<file path="src/rtl/hsc_spi_pkg.sv">
// Shared constants and types for the SPI register-access slave.
package hsc_spi_pkg;

  localparam int unsigned DATA_W       = 8;
  localparam int unsigned INSTR_W      = 16;
  localparam int unsigned INSTR_RW_BIT = 15;
  localparam int unsigned INSTR_WL_HI  = 14;
  localparam int unsigned INSTR_WL_LO  = 13;
  localparam int unsigned INSTR_ADDR_W = 13;
  localparam int unsigned BIT_CNT_W    = 4;

  typedef enum logic [1:0] {
    ST_IDLE  = 2'd0,
    ST_INSTR = 2'd1,
    ST_DATA  = 2'd2,
    ST_DONE  = 2'd3
  } state_e;

  // W1:W0 transfer length encodings
  typedef enum logic [1:0] {
    WL_ONE    = 2'b00,
    WL_TWO    = 2'b01,
    WL_THREE  = 2'b10,
    WL_STREAM = 2'b11
  } wlen_e;

  // Number of bytes in a counted transfer; streaming has no count.
  function automatic logic [1:0] wlen_bytes(input wlen_e w);
    case (w)
      WL_ONE:   return 2'd1;
      WL_TWO:   return 2'd2;
      WL_THREE: return 2'd3;
      default:  return 2'd0;
    endcase
  endfunction

endpackage

</file>
<file path="src/rtl/hsc_spi_sync.sv">
// Multi-flop synchronizer with registered rise/fall event detection.
// Edge events are suppressed until the chain holds real pin samples, so a
// pin that differs from the reset value never produces a spurious event.
module hsc_spi_sync #(
  parameter int unsigned STAGES  = 2,
  parameter logic        RST_VAL = 1'b0
) (
  input  logic clk_i,
  input  logic rst_ni,
  input  logic d_i,
  output logic level_o,
  output logic rise_o,
  output logic fall_o
);

  logic [STAGES-1:0] sync_q;
  logic [STAGES:0]   vld_q;
  logic              prev_q;
  logic              rise_q, rise_d;
  logic              fall_q, fall_d;

  // Edge detect between the last sync stage and its delayed copy
  always_comb begin
    rise_d = vld_q[STAGES] &  sync_q[STAGES-1] & ~prev_q;
    fall_d = vld_q[STAGES] & ~sync_q[STAGES-1] &  prev_q;
  end

  // Synchronizer chain, fill tracker and edge registers
  always_ff @(posedge clk_i or negedge rst_ni) begin
    if (!rst_ni) begin
      sync_q <= {STAGES{RST_VAL}};
      vld_q  <= '0;
      prev_q <= RST_VAL;
      rise_q <= 1'b0;
      fall_q <= 1'b0;
    end else begin
      sync_q <= {sync_q[STAGES-2:0], d_i};
      vld_q  <= {vld_q[STAGES-1:0], 1'b1};
      prev_q <= sync_q[STAGES-1];
      rise_q <= rise_d;
      fall_q <= fall_d;
    end
  end

  // level_o is aligned with the edge outputs
  assign level_o = prev_q;
  assign rise_o  = rise_q;
  assign fall_o  = fall_q;

endmodule

</file>
<file path="src/rtl/hsc_spi_slave.sv">
// SPI slave (mode 0, MSB first) bridging a 16-bit instruction plus data
// bytes onto a simple single-cycle register read/write port.
module hsc_spi_slave
  import hsc_spi_pkg::*;
#(
  parameter int unsigned ADDR_SIZE   = 13,
  parameter bit          ADDR_ASCEND = 1'b0,
  parameter int unsigned SYNC_STAGES = 2
) (
  input  logic                 I_clk,
  input  logic                 _I_rstb,
  input  logic                 I_sclk,
  input  logic                 _I_csb,
  input  logic                 I_sdi,
  output logic                 O_sdo,
  output logic                 O_sdo_oe,
  output logic [ADDR_SIZE-1:0] O_addr,
  output logic [DATA_W-1:0]    O_wdata,
  output logic                 O_wen,
  output logic                 O_ren,
  input  logic [DATA_W-1:0]    I_rdata,
  output logic                 O_busy,
  output logic                 O_err
);

  localparam int unsigned AW = ADDR_SIZE;

  logic sclk_rise, sclk_fall, sclk_lvl_unused;
  logic csb_rise, csb_fall, csb_lvl_unused;
  logic sdi_lvl, sdi_rise_unused, sdi_fall_unused;

  hsc_spi_sync #(.STAGES(SYNC_STAGES), .RST_VAL(1'b0)) u_sync_sclk (
    .clk_i(I_clk), .rst_ni(_I_rstb), .d_i(I_sclk),
    .level_o(sclk_lvl_unused), .rise_o(sclk_rise), .fall_o(sclk_fall)
  );

  hsc_spi_sync #(.STAGES(SYNC_STAGES), .RST_VAL(1'b1)) u_sync_csb (
    .clk_i(I_clk), .rst_ni(_I_rstb), .d_i(_I_csb),
    .level_o(csb_lvl_unused), .rise_o(csb_rise), .fall_o(csb_fall)
  );

  hsc_spi_sync #(.STAGES(SYNC_STAGES), .RST_VAL(1'b0)) u_sync_sdi (
    .clk_i(I_clk), .rst_ni(_I_rstb), .d_i(I_sdi),
    .level_o(sdi_lvl), .rise_o(sdi_rise_unused), .fall_o(sdi_fall_unused)
  );

  state_e                 state_q, state_d;
  logic [BIT_CNT_W-1:0]   bit_cnt_q, bit_cnt_d;
  logic [1:0]             byte_cnt_q, byte_cnt_d;
  logic [INSTR_W-2:0]     sh_q, sh_d;
  logic                   rw_q, rw_d;
  wlen_e                  mode_q, mode_d;
  logic [AW-1:0]          addr_q, addr_d;
  logic [DATA_W-1:0]      wdata_q, wdata_d;
  logic [DATA_W-1:0]      tx_q, tx_d;
  logic                   oe_q, oe_d;
  logic                   wen_q, wen_d;
  logic                   ren_q, ren_d;
  logic                   cap_q, cap_d;
  logic                   err_q, err_d;
  logic                   busy_q, busy_d;
  logic [INSTR_W-1:0]     instr_c;
  logic [DATA_W-1:0]      byte_c;
  logic                   last_c;

  // Next address after a completed byte, wrapping at the address width
  function automatic logic [AW-1:0] addr_step(input logic [AW-1:0] a);
    if (ADDR_ASCEND) return a + AW'(1);
    else             return a - AW'(1);
  endfunction

  assign instr_c = {sh_q, sdi_lvl};
  assign byte_c  = {sh_q[DATA_W-2:0], sdi_lvl};
  assign last_c  = (mode_q != WL_STREAM) &&
                   (2'(byte_cnt_q + 2'd1) == wlen_bytes(mode_q));

  // Transaction FSM and datapath next-state
  always_comb begin
    state_d    = state_q;
    bit_cnt_d  = bit_cnt_q;
    byte_cnt_d = byte_cnt_q;
    sh_d       = sh_q;
    rw_d       = rw_q;
    mode_d     = mode_q;
    addr_d     = addr_q;
    wdata_d    = wdata_q;
    tx_d       = tx_q;
    oe_d       = oe_q;
    wen_d      = 1'b0;
    ren_d      = 1'b0;
    cap_d      = ren_q;
    err_d      = 1'b0;

    // Address steps after a write strobe or a read capture
    if (wen_q || cap_q) addr_d = addr_step(addr_q);
    if (cap_q && (state_q == ST_DATA)) tx_d = I_rdata;

    case (state_q)
      ST_IDLE: begin
        if (csb_fall) begin
          state_d    = ST_INSTR;
          bit_cnt_d  = '0;
          byte_cnt_d = '0;
        end
      end
      ST_INSTR: begin
        if (csb_rise) begin
          state_d = ST_IDLE;
          err_d   = 1'b1;
        end else if (sclk_rise) begin
          sh_d      = {sh_q[INSTR_W-3:0], sdi_lvl};
          bit_cnt_d = bit_cnt_q + BIT_CNT_W'(1);
          if (bit_cnt_q == BIT_CNT_W'(INSTR_W - 1)) begin
            state_d   = ST_DATA;
            bit_cnt_d = '0;
            rw_d      = instr_c[INSTR_RW_BIT];
            mode_d    = wlen_e'(instr_c[INSTR_WL_HI:INSTR_WL_LO]);
            addr_d    = AW'(instr_c[INSTR_ADDR_W-1:0]);
            ren_d     = instr_c[INSTR_RW_BIT];
            oe_d      = instr_c[INSTR_RW_BIT];
          end
        end
      end
      ST_DATA: begin
        if (csb_rise) begin
          state_d = ST_IDLE;
          oe_d    = 1'b0;
          err_d   = (bit_cnt_q != '0) ||
                    ((mode_q != WL_STREAM) && (byte_cnt_q < wlen_bytes(mode_q)));
        end else begin
          // No shift on the fall after a byte's last rise: the next byte's MSB is already loaded
          if (sclk_fall && rw_q && (bit_cnt_q != '0)) tx_d = {tx_q[DATA_W-2:0], 1'b0};
          if (sclk_rise) begin
            sh_d      = {sh_q[INSTR_W-3:0], sdi_lvl};
            bit_cnt_d = bit_cnt_q + BIT_CNT_W'(1);
            if (bit_cnt_q == BIT_CNT_W'(DATA_W - 1)) begin
              bit_cnt_d  = '0;
              byte_cnt_d = byte_cnt_q + 2'd1;
              if (!rw_q) begin
                wen_d   = 1'b1;
                wdata_d = byte_c;
              end
              if (last_c) begin
                state_d = ST_DONE;
                oe_d    = 1'b0;
              end else if (rw_q) begin
                ren_d = 1'b1;
              end
            end
          end
        end
      end
      ST_DONE: begin
        if (csb_rise) state_d = ST_IDLE;
      end
      default: state_d = ST_IDLE;
    endcase

    busy_d = (state_d != ST_IDLE);
  end

  // State and output registers
  always_ff @(posedge I_clk or negedge _I_rstb) begin
    if (!_I_rstb) begin
      state_q    <= ST_IDLE;
      bit_cnt_q  <= '0;
      byte_cnt_q <= '0;
      sh_q       <= '0;
      rw_q       <= 1'b0;
      mode_q     <= WL_ONE;
      addr_q     <= '0;
      wdata_q    <= '0;
      tx_q       <= '0;
      oe_q       <= 1'b0;
      wen_q      <= 1'b0;
      ren_q      <= 1'b0;
      cap_q      <= 1'b0;
      err_q      <= 1'b0;
      busy_q     <= 1'b0;
    end else begin
      state_q    <= state_d;
      bit_cnt_q  <= bit_cnt_d;
      byte_cnt_q <= byte_cnt_d;
      sh_q       <= sh_d;
      rw_q       <= rw_d;
      mode_q     <= mode_d;
      addr_q     <= addr_d;
      wdata_q    <= wdata_d;
      tx_q       <= tx_d;
      oe_q       <= oe_d;
      wen_q      <= wen_d;
      ren_q      <= ren_d;
      cap_q      <= cap_d;
      err_q      <= err_d;
      busy_q     <= busy_d;
    end
  end

  assign O_sdo    = tx_q[DATA_W-1];
  assign O_sdo_oe = oe_q;
  assign O_addr   = addr_q;
  assign O_wdata  = wdata_q;
  assign O_wen    = wen_q;
  assign O_ren    = ren_q;
  assign O_busy   = busy_q;
  assign O_err    = err_q;

endmodule

</file>
<file path="config.mk">
export PLATFORM = sky130hd
export DESIGN_NAME = hsc_spi_slave
export DESIGN_NICKNAME = d
export VERILOG_FILES = /design/src/rtl/hsc_spi_pkg.sv /design/src/rtl/hsc_spi_sync.sv /design/src/rtl/hsc_spi_slave.sv
export SDC_FILE = /design/constraint.sdc
export NUM_CORES = 1
export LEC_CHECK = 0
export ABC_AREA = 1
export BUFFER_PORTS_ARGS = -buffer_cell sky130_fd_sc_hd__buf_2
export CAP_MARGIN = 15
export CORE_MARGIN = 1.5
export CORE_UTILIZATION = 45
export CTS_CLUSTER_DIAMETER = 200
export DETAILED_ROUTE_END_ITERATION = 8
export PLACE_DENSITY = 0.68
export SYNTH_ARGS = -nofsm -noshare
export SYNTH_HDL_FRONTEND = slang
export SYNTH_SLANG_ARGS = --single-unit
export TNS_END_PERCENT = 100
</file>
<file path="constraint.sdc">
create_clock -name I_clk -period 1.8 [get_ports I_clk]
set_input_delay 0.09 -clock I_clk [delete_from_list [all_inputs] [get_ports I_clk]]
set_output_delay 0.09 -clock I_clk [all_outputs]
set_load 0.1 [all_outputs]
</file>
* Word level (Yosys, flattened, before mapping)
Index checks and enable logic that the tools add are counted.
** Storage, ports and cells
- Bits in registers :: 80
- Output and inout bits :: 27
- Word-level logic and storage cells :: 145
** Operators by class
- $add $sub $neg :: 3
- $lt $le $gt $ge :: 1
- Eq/ne operators :: 19
- Multiplexer cells :: 60
- Bitwise logic cells :: 14
- Reductions and logical operators :: 21
** Operator list (number)
- $mux 13 :: 5
- $mux 8 :: 4
- $mux 2 :: 15
- $mux 4 :: 7
- $mux 1 :: 22
- $sub 13x1->13 const B :: 1
- $pmux 4 s3 :: 1
- $reduce_and 5->1 :: 2
- $and 1x1->1 :: 8
- $ne 2x1->1 const B :: 4
- $ne 2x2->1 const B :: 4
- $pmux 2 s4 :: 1
- $reduce_and 7->1 :: 1
- $eq 2x2->1 const B :: 3
- $ne 3x1->1 const B :: 2
- $not 1->1 :: 6
- $pmux 1 s2 :: 3
- $pmux 2 s3 :: 1
- $reduce_and 6->1 :: 1
- $reduce_bool 2->1 :: 3
- $logic_and 1x1->1 :: 5
- $add 4x1->4 const B :: 1
- $eq 2x1->1 const B :: 2
- $eq 4x3->1 const B :: 1
- other kinds (13) :: 15

* Depth between registers and ports, before layout
Gate-level depths: netlist (run 1).
- Depth after elaboration :: 10
- Mapped depth :: 11
- Gate-level depth less buffers :: 11

* Hierarchy
Synthesis (run 1) repeated with hierarchy kept, for this count alone.
** Second synthesis, totals
- Cells, all modules :: 423
- Area total of the unflattened synthesis :: 3821.2 um^2
** By module, submodules not included
- hsc_spi_slave :: times used 1, cells each 384, area each 3160.5 um^2
- hsc_spi_sync (u_sync_sclk ...) :: times used 2, cells each 13, area each 219.0 um^2
- hsc_spi_sync (u_sync_csb) :: times used 1, cells each 13, area each 222.7 um^2

* Worst setup path after synthesis (run 1)
No wires, ideal clock.
- Path kind :: flip-flop to flip-flop
- Start point :: register addr_q[0], in the netlist O_addr[0]
- End point :: register addr_q[8], in the netlist O_addr[8]
- Arrival time :: 1.963 ns
- Path slack :: -0.245 ns
- Cell stages (with the launch flop) :: 9
- Path buffers :: 0
- Cell sequence :: dfrtp_1 inv_1 ha_1 nand2_1 nor2_1 nand3_1 nor2_2 xnor2_1 o21ai_0
** On the way
- Longest elaborated chain between the ends :: 6
** RTL lines
- start: declaration :: line hsc_spi_slave.sv:53 : logic [AW-1:0] addr_q, addr_d;
- start signal: assignment :: line hsc_spi_slave.sv:187 : addr_q <= addr_d;
- $sub 13x1->13 * :: line hsc_spi_slave.sv:69 : else return a - AW'(1);
- $mux 13 * :: line hsc_spi_slave.sv:95 : if (wen_q || cap_q) addr_d = addr_step(addr_q);
- $mux 13 :: line hsc_spi_slave.sv:113 : if (bit_cnt_q == BIT_CNT_W'(INSTR_W - 1)) begin
- $mux 13 :: line hsc_spi_slave.sv:110 : end else if (sclk_rise) begin
- $mux 13 :: line hsc_spi_slave.sv:107 : if (csb_rise) begin
- $mux 13 * :: line hsc_spi_slave.sv:98 : case (state_q)
- named net addr_d[8] :: line hsc_spi_slave.sv:53
Mark *: on every way through the listed nets, which the timed path passes. The rest lies on a longest branch.
A chain may end at the register's enable or synchronous reset.

* Final worst setup path (run 1)
- Start point :: register state_q[0]
- End point :: register wdata_q[4], in the netlist O_wdata[4]
** On the way
- Longest elaborated chain between the ends :: 2
** RTL lines
- start: declaration :: line hsc_spi_slave.sv:47 : state_e state_q, state_d;
- start signal: assignment :: line hsc_spi_slave.sv:181 : state_q <= state_d;
- $eq 2x2->1 :: line hsc_spi_slave.sv:98
- $reduce_and 5->1 (no line)
- end signal: assignment :: line hsc_spi_slave.sv:188 : wdata_q <= wdata_d;
- end: declaration :: line hsc_spi_slave.sv:54 : logic [DATA_W-1:0] wdata_q, wdata_d;
No other way between the ends.

==> qor.csv, run 1 <==
stage,metric,value,unit
cts,cts_tree,built,
cts,ctsHtreeMaxLevel,3,
synthesis,synth_top_cell_by_area,dfrtp_1,
worst_setup_path,critPathArrivalTime,1.90,ns
power,power_density,1030,nW/um^2
synthesis,synth-seq-area-share,55.2,%
layout,seq_area,1940,um^2
global_route,grt_pass1_wl,11.6,mm
layout,antennaDiodeCount,0,
power,combPwrFrac,19.8,%
status,status,"complete, no violations",
worst_setup_path,cp_max_fo,9,
global_route,grt_max_degree,34,
routing,vias_per_cell,4.91,
sta,timing.final.ws_setup,0.138,ns
worst_setup_path,cp-start-kind,register,
placed_design,io_buffers,39,
worst_setup_path,slowest_stage,dfrtp_1,
synthesis,synth_warnings,0,
layout,fin_nets,471,
floorplanning,die_w,91.1,um
min_path,hp-class,in -> reg,
routing,num_vias,2706,
synthesis,synthTopCellsByArea,"dfrtp_1 (53%), nand2_1 (9.3%), inv_1 (5.4%), o21ai_0 (4.0%), ha_1 (3.9%)",
sta,hold_violations,0,
global_route,overflow,0,
synthesis,synth.most_common_cell,nand2_1,
sta,grt_setup_unrepaired,true,
global_route,antenna_found_initial,0,
cts,path_clk_slew,0.08,ns
layout,multiInputGateArea,1370,um^2
synthesis,synth_cell_type_count,31,
sta,slew_viol_final,0,
worst_setup_path,endpoint_kind,register,
power,clkPwrFrac,31.1,%
synthesis,netlist_instances,393,
sta,whs,0.0138,ns
synthesis,synth_common_cells,"nand2_1 (87), dfrtp_1 (74), inv_1 (50)",
layout,final_cells,551,
placed_design,hpwlAfterDp,4.94,mm
power,p_leak,0.00214,uW
floorplanning,rows,31,
floorplanning,core,7370,um^2
sta,min_period,1.66,ns
power,internal-power,2910,uW
power,swShare,31.6,%
power,seqPwrFrac,49.1,%
synthesis,synth_area,3490,um^2
routing,drt_iter0_markers,118,
floorplanning,start_util,47.4,%
routing,drcViolationCount,0,
cts,cts.sinks,77,
power,switchingPower,1340,uW
floorplanning,die-area,8300,um^2
routing,first_pass_iters,4,
synthesis,synth-async-reset-ratio,100,%
routing,wl_per_cell,12.5,um
synthesis,synth_top_flop_cell,dfrtp_1,
layout,area_growth,18.4,%
placed_design,dp_slack,0.0131,ns
global_route,grt_use_total,17.6,%
placed_design,gp_congestion,0.943,
layout,layout-drive-gt1-share,20.4,%
layout,postLayoutCellArea,4140,um^2
placed_design,placed_cell_area,3830,um^2
layout,fillers,676,
synthesis,syn_area_per_cell,8.89,um^2
flow_run,cap_violations,0,
cts,numCtsBuffers,9,
worst_setup_path,crit_type,reg -> reg,
floorplanning,io_pins,40,
sta,min_period_over_period,92.3,%
cts,cts_root_buf,clkbuf_8,
routing,finalWirelength,6.88,mm
floorplanning,die_y,91.1,um
placed_design,placed_cells_incl_taps,529,
sta,max_freq,602,MHz
synthesis,synth_top_area_share,53.0,%
worst_setup_path,required,2.04,ns
cts,clk_latency,0.34,ns
sta,setup_viol,0,
synthesis,synth-edff-count,0,
sta,finClkSkew,0.00902,ns
routing,ant_nets,0,
power,total_power,4250,uW
synthesis,ys_seq_elements,77,
global_route,grt_pass1_vias,2542,
synthesis,synth_nets,417,
cts,cts_buffer_depth,2,
power,ir_drop,0.606,mV
worst_setup_path,crit_chain,inv_2 > ha_2 > inv_1 > nor2_4 > inv_1 > nor2_4 > nand2_4 > nand2_1 > o21ai_1,
worst_setup_path,critical-path-max-stage-delay,0.41,ns
-- layout make-up --
type / count / area share [%]
clock buffer: 13 / 3.84
multi-input combinational: 256 / 33.0
timing repair buffer: 51 / 7.50
sequential: 77 / 46.8
clock inverter: 3 / 1.09
inverter: 52 / 4.72
tap: 99 / 2.99
-- placed cells by master, fill, tap and decap left out, types with 4 or more instances in the layout --
master / instances
a31oi_1: 11
o21ai_0: 28
inv_1: 49
o21ai_1: 13
a21oi_1: 14
buf_4: 8
xor2_1: 5
ha_1: 8
nand3_1: 24
dlygate4sd3_1: 4
nor2_4: 6
nor2_1: 34
buf_2: 38
dfrtp_2: 6
nand2_1: 87
clkbuf_8: 11
dfrtp_1: 68
-- metal layers --
layer / track usage (%) / part of all wire [%] / up-vias / routed length (um)
met5: 0 / 0 / - / 0
met4: 4.69 / 1.1 / 0 / 77
met3: 5.61 / 3.7 / 8 / 253
met2: 27.2 / 47 / 47 / 3200
met1: 24.0 / 49 / 1275 / 3340
li1: - / - / 1376 / -
-- path summary, 6_finish.rpt --
kind | startpoint | end | slack (ns) | cells after the start
setup / recovery | state_q[0]$_DFF_PN0_ | O_wdata[4]$_DFFE_PN0P_ | 0.14 | 9
hold / removal | I_rdata[7] | tx_q[7]$_DFF_PN0_ | 0.01 | 3
setup reg to reg | state_q[0]$_DFF_PN0_ | O_wdata[4]$_DFFE_PN0P_ | 0.14 | 9
hold reg to reg | u_sync_csb.vld_q[0]$_DFF_PN0_ | u_sync_csb.vld_q[1]$_DFF_PN0_ | 0.35 | 0
max in group asynchronous | _I_rstb | sh_q[0]$_DFFE_PN0P_ | 1.02 | 3
min in group asynchronous | _I_rstb | O_wdata[3]$_DFFE_PN0P_ | 0.22 | 2
-- power groups by stage --
| stage | Sequential (uW) | Combinational (uW) | Clock [uW] |
|---|---|---|---|
| 3_3_place_gp | 2110 | 806 | 0 |
| 4_1_cts | 2080 | 841 | 1370 |
| 3_5_place_dp | 2110 | 826 | 0 |
| 2_1_floorplan | 2230 | 457 | 0 |
| 5_1_grt | 2120 | 965 | 1430 |
| 6_report | 2090 | 840 | 1320 |
-- what timing repair did --
item	CTS	global route
endpoints found under the setup margin	1	26
buffers inserted	0	1
pin swaps	0	2
gates resized for setup	1	11
cloned	0	1
endpoints found under the hold margin	30	0
hold buffers	4	0
-- worst max-delay path, delay by kind of cell (launching register included) --
| family | cells | cell delay, ns |
|---|---|---|
| AO/OA/AOI/OAI | 1 | 0.06 |
| adder cells (fa/ha/maj) | 1 | 0.21 |
| flip-flops | 1 | 0.41 |
| buffers and inverters | 3 | 0.32 |
| AND/OR/NAND/NOR | 4 | 0.56 |
-- kinds of logic after synthesis --
kind of cell    Yosys count  share of synthesized area [%]
simple gates            163                           20.1
mux                       2                          0.644
fa+ha+maj                11                           3.94
compound gates           72                           11.2
buf+inv                  61                           7.23
flops                    77                           55.2
other cells               1                          0.107
xor+xnor                  6                           1.50
-- per-stage QoR --
| stage | util (%) | TNS [ns] |
|---|---|---|
| after floorplan | - | 0 |
| after global placement | 52.0 | 0 |
| after detailed placement | 52.0 | 0 |
| after CTS | 55.4 | 0 |
| after global routing | 56.1 | -0.246 |
| final | 56.1 | 0 |
-- state kept, by name, indices dropped and copies added, names as in the netlist, 2 cells and up --
| name | cells |
|---|---|
| O_addr | 13 |
| O_wdata | 8 |
| bit_cnt_q | 4 |
| byte_cnt_q | 2 |
| mode_q | 2 |
| sh_q | 15 |
| state_q | 2 |
| tx_q | 8 |
| u_sync_csb.sync_q | 2 |
| u_sync_csb.vld_q | 3 |
| u_sync_sclk.sync_q | 2 |
| u_sync_sdi.sync_q | 2 |
(Power assumes the default switching activity.)
==> inputs of run 2 (changes only) <==
--- a/config.mk
+++ b/config.mk
@@ -5,14 +5,13 @@
 export SDC_FILE = /design/constraint.sdc
 export NUM_CORES = 1
 export LEC_CHECK = 0
-export ABC_AREA = 1
 export BUFFER_PORTS_ARGS = -buffer_cell sky130_fd_sc_hd__buf_2
 export CAP_MARGIN = 15
 export CORE_MARGIN = 1.5
-export CORE_UTILIZATION = 45
+export CORE_UTILIZATION = 58
 export CTS_CLUSTER_DIAMETER = 200
 export DETAILED_ROUTE_END_ITERATION = 8
-export PLACE_DENSITY = 0.68
+export PLACE_DENSITY = 0.83
 export SYNTH_ARGS = -nofsm -noshare
 export SYNTH_HDL_FRONTEND = slang
 export SYNTH_SLANG_ARGS = --single-unit
==> run 2 against run 1 <==
- the run now ends with negative setup slack left
- routed wire length grew 6.4%
- global-route usage grew 6.6 points
- clock power is essentially flat
- worst hold slack gained 0.017 ns
- register-to-register slack lost 0.41 ns
- sequential share of layout area shrank 2.0 points
- die area shrank 22%
- critical endpoint is now O_addr[11]$_DFF_PN0_
- highest routed layer unchanged
==> qor.csv, run 2 <==
stage,metric,value,unit,change
layout,area_growth,25.8,%,was 18.4%
synthesis,synth_nets,334,,was 417
synthesis,synthTopCellsByArea,"dfrtp_1 (53%), mux2_2 (7.5%), ha_1 (4.0%), nand2_1 (3.9%), o21ai_0 (3.8%)",,"was dfrtp_1 (53%), nand2_1 (9.3%), inv_1 (5.4%), o21ai_0 (4.0%), ha_1 (3.9%)"
layout,fin_util,77.3,%,was 56.1%
floorplanning,rows,27,,was 31
cts,cts_tree,built,,unchanged
worst_setup_path,cp_max_fo,2,,was 9
routing,drt_iter0_markers,245,,was 118
synthesis,synth_warnings,0,,unchanged
global_route,overflow,0,,unchanged
floorplanning,die-area,6450,um^2,was 8300 um^2
routing,ant_nets,0,,unchanged
layout,layout_common_cells,"dfrtp_1 (65), buf_2 (38), nand2_1 (36)",,"was nand2_1 (87), dfrtp_1 (68), inv_1 (49)"
worst_setup_path,cp-start-kind,register,,unchanged
sta,timing.final.ws_setup,-0.275,ns,was 0.138 ns
cts,cts_root_buf,clkbuf_8,,unchanged
routing,drcViolationCount,0,,unchanged
status,violations,negative setup slack,,
layout,antennaDiodeCount,0,,unchanged
routing,finalWirelength,7.32,mm,was 6.88 mm
cts,clk_latency,0.35,ns,was 0.34 ns
synthesis,synth_top_cell_by_area,dfrtp_1,,unchanged
synthesis,synth.most_common_cell,dfrtp_1,,was nand2_1
min_path,hp-class,in -> reg,,unchanged
synthesis,synth_top_flop_cell,dfrtp_1,,unchanged
global_route,antenna_found_initial,0,,unchanged
synthesis,synth_area,3470,um^2,was 3490 um^2
layout,fin_nets,409,,was 471
power,clkPwrFrac,35.5,%,was 31.1%
sta,finClkSkew,0.00732,ns,was 0.00902 ns
power,seqPwrFrac,49.3,%,was 49.1%
cts,cts_buffer_depth,2,,unchanged
routing,first_pass_iters,5,,was 4
flow_run,cap_violations,0,,unchanged
floorplanning,start_util,61.4,%,was 47.4%
sta,slew_viol_final,0,,unchanged
floorplanning,core,5640,um^2,was 7370 um^2
power,combPwrFrac,15.2,%,was 19.8%
layout,layout-drive-gt1-share,37.2,%,was 20.4%
routing,num_vias,2585,,was 2706
floorplanning,io_pins,40,,unchanged
sta,max_freq,482,MHz,was 602 MHz
cts,ctsHtreeMaxLevel,3,,unchanged
worst_setup_path,slowest_stage,or4_4,,was dfrtp_1
synthesis,synth_top_area_share,53.4,%,was 53.0%
global_route,grt_pass1_vias,2451,,was 2542
sta,hold_violations,0,,unchanged
power,switchingPower,1040,uW,was 1340 uW
global_route,grt_max_degree,41,,was 34
global_route,grt_use_total,24.2,%,was 17.6%
worst_setup_path,critPathArrivalTime,2.35,ns,was 1.90 ns
synthesis,synth-async-reset-ratio,100,%,unchanged
synthesis,syn_area_per_cell,11.2,um^2,was 8.89 um^2
synthesis,ys_seq_elements,77,,unchanged
worst_setup_path,required,2.08,ns,was 2.04 ns
placed_design,gp_congestion,0.909,,was 0.943
placed_design,io_buffers,39,,unchanged
sta,finalSetupTns,-0.340,ns,was 0 ns
cts,path_clk_slew,0.08,ns,about the same
synthesis,netlist_instances,310,,was 393
cts,numCtsBuffers,9,,unchanged
power,p_leak,0.00213,uW,was 0.00214 uW
layout,final_cells,462,,was 551
routing,vias_per_cell,5.60,,was 4.91
synthesis,synth_common_cells,"dfrtp_1 (74), nand2_1 (36), o21ai_0 (26)",,"was nand2_1 (87), dfrtp_1 (74), inv_1 (50)"
layout,final_common_cell,dfrtp_1,,was nand2_1
global_route,grt_pass1_wl,11.7,mm,was 11.6 mm
status,status,finished with violations,,"was complete, no violations"
power,power_density,872,nW/um^2,was 1030 nW/um^2
placed_design,hpwlAfterDp,5.09,mm,was 4.94 mm
synthesis,synth-seq-area-share,55.7,%,was 55.2%
sta,setup_viol,2,,was 0
placed_design,dp_slack,-0.268,ns,was 0.0131 ns
layout,postLayoutCellArea,4360,um^2,was 4140 um^2
placed_design,placed_cells_incl_taps,438,,was 529
worst_setup_path,crit_type,reg -> reg,,unchanged
layout,largest_reg_flops,15,,unchanged
floorplanning,die_y,80.3,um,was 91.1 um
routing,wl_per_cell,15.8,um,was 12.5 um
worst_setup_path,crit_chain,or4_4 > or3_1 > or4b_1 > a31oi_1,,was inv_2 > ha_2 > inv_1 > nor2_4 > inv_1 > nor2_4 > nand2_4 > nand2_1 > o21ai_1
synthesis,synth-edff-count,0,,unchanged
power,swShare,27.3,%,was 31.6%
sta,grt_setup_unrepaired,true,,unchanged
power,ir_drop,0.891,mV,was 0.606 mV
sta,min_period,2.07,ns,was 1.66 ns
worst_setup_path,endpoint_kind,register,,unchanged
cts,cts.sinks,77,,unchanged
worst_setup_path,r2r_setup_slack,-0.27,ns,was 0.14 ns
worst_setup_path,critPathBufInv,0,,was 3
floorplanning,die_w,80.3,um,was 91.1 um
power,internal-power,2760,uW,was 2910 uW
synthesis,synth_cell_type_count,49,,was 31
placed_design,placed_cell_area,3980,um^2,was 3830 um^2
worst_setup_path,critPathTopFamily,simple AND/OR/NAND/NOR gates,,unchanged
sta,min_period_over_period,115,%,was 92.3%
layout,top_register,sh_q,,unchanged
worst_setup_path,critical-path-max-stage-delay,0.55,ns,was 0.41 ns
-- run 2: cell count changes in the layout (fill, tap and decap cells not counted), sizes merged, moves of 9 or more --
cell   previous run  this run
buf              47        67
inv              52        17
mux2              2        23
mux2i             0         9
nand2            89        36
nand3            26        11
nor2             43        15
o21ai            41        26
-- run 2: metrics by stage --
stage               total power [uW]  hold WS [ns]
floorplan                       2220        -0.206
global placement                2400        0.0873
detailed placement              2430        0.0895
CTS                             3780        0.0344
global route                    3960        0.0350
finish                          3800        0.0308
-- run 2: layout make-up --
type | count | area (um^2)
Multi-Input combinational cell | 209 | 1550
Timing Repair Buffer | 72 | 499
Fill cell | 342 | 1280
Sequential cell | 77 | 1950
Tap cell | 72 | 90.1
Clock buffer | 11 | 151
Inverter | 16 | 60.1
Clock inverter | 5 | 57.6
-- run 2: worst reg2reg max path, delay by kind of cell, from the launching register on --
kind	cells	cell delay (ns)
AO/OA/AOI/OAI	1	0.13
flip-flops	1	0.48
AND/OR/NAND/NOR	3	1.38
-- run 2: final timing paths --
check / from / end / cells past startpoint
worst min-delay path: I_rdata[1] / tx_q[1]$_DFF_PN0_ / 3
max in group asynchronous: _I_rstb / u_sync_csb.sync_q[1]$_DFF_PN1_ / 3
min in group asynchronous: _I_rstb / bit_cnt_q[3]$_DFFE_PN0P_ / 2
worst max register to register: O_addr[4]$_DFF_PN0_ / O_addr[11]$_DFF_PN0_ / 4
worst min register to register: u_sync_sdi.sync_q[0]$_DFF_PN0_ / u_sync_sdi.sync_q[1]$_DFF_PN0_ / 0
worst max-delay path: O_addr[4]$_DFF_PN0_ / O_addr[11]$_DFF_PN0_ / 4
-- run 2: cells by family (layout without fill, tap and decap cells) --
logic type | count (synthesis) | after routing | synth area share (%)
simple gates | 105 | 105 | 15.5
mux | 32 | 32 | 10.1
xor+xnor | 9 | 9 | 2.67
other cells | 1 | 1 | 0.108
compound gates | 51 | 51 | 8.99
buf+inv | 24 | 104 | 2.96
flops | 77 | 77 | 55.7
fa+ha+maj | 11 | 11 | 3.97
-- run 2: what timing repair did --
action	in CTS	in global routing
setup buffers	0	3
endpoints found under the setup margin	7	28
gates resized for setup	7	18
hold endpoints to repair	41	0
pin swaps	1	4
gates cloned	0	0
hold buffers	5	0
-- run 2: routing by layer --
metal | wire length (um) | global-route usage [%]
met1 | 3240 | 32.2
met2 | 3630 | 39.4
met3 | 385 | 5.00
met4 | 67 | 8.79
met5 | 0 | 0
-- run 2: power groups by stage --
stage | Sequential [uW] | Combinational [uW] | Clock [uW]
floorplan | 1980 | 242 | 0
global placement | 1900 | 499 | 0
detailed placement | 1910 | 519 | 0
CTS | 1870 | 534 | 1370
global route | 1890 | 624 | 1450
finish | 1870 | 579 | 1350
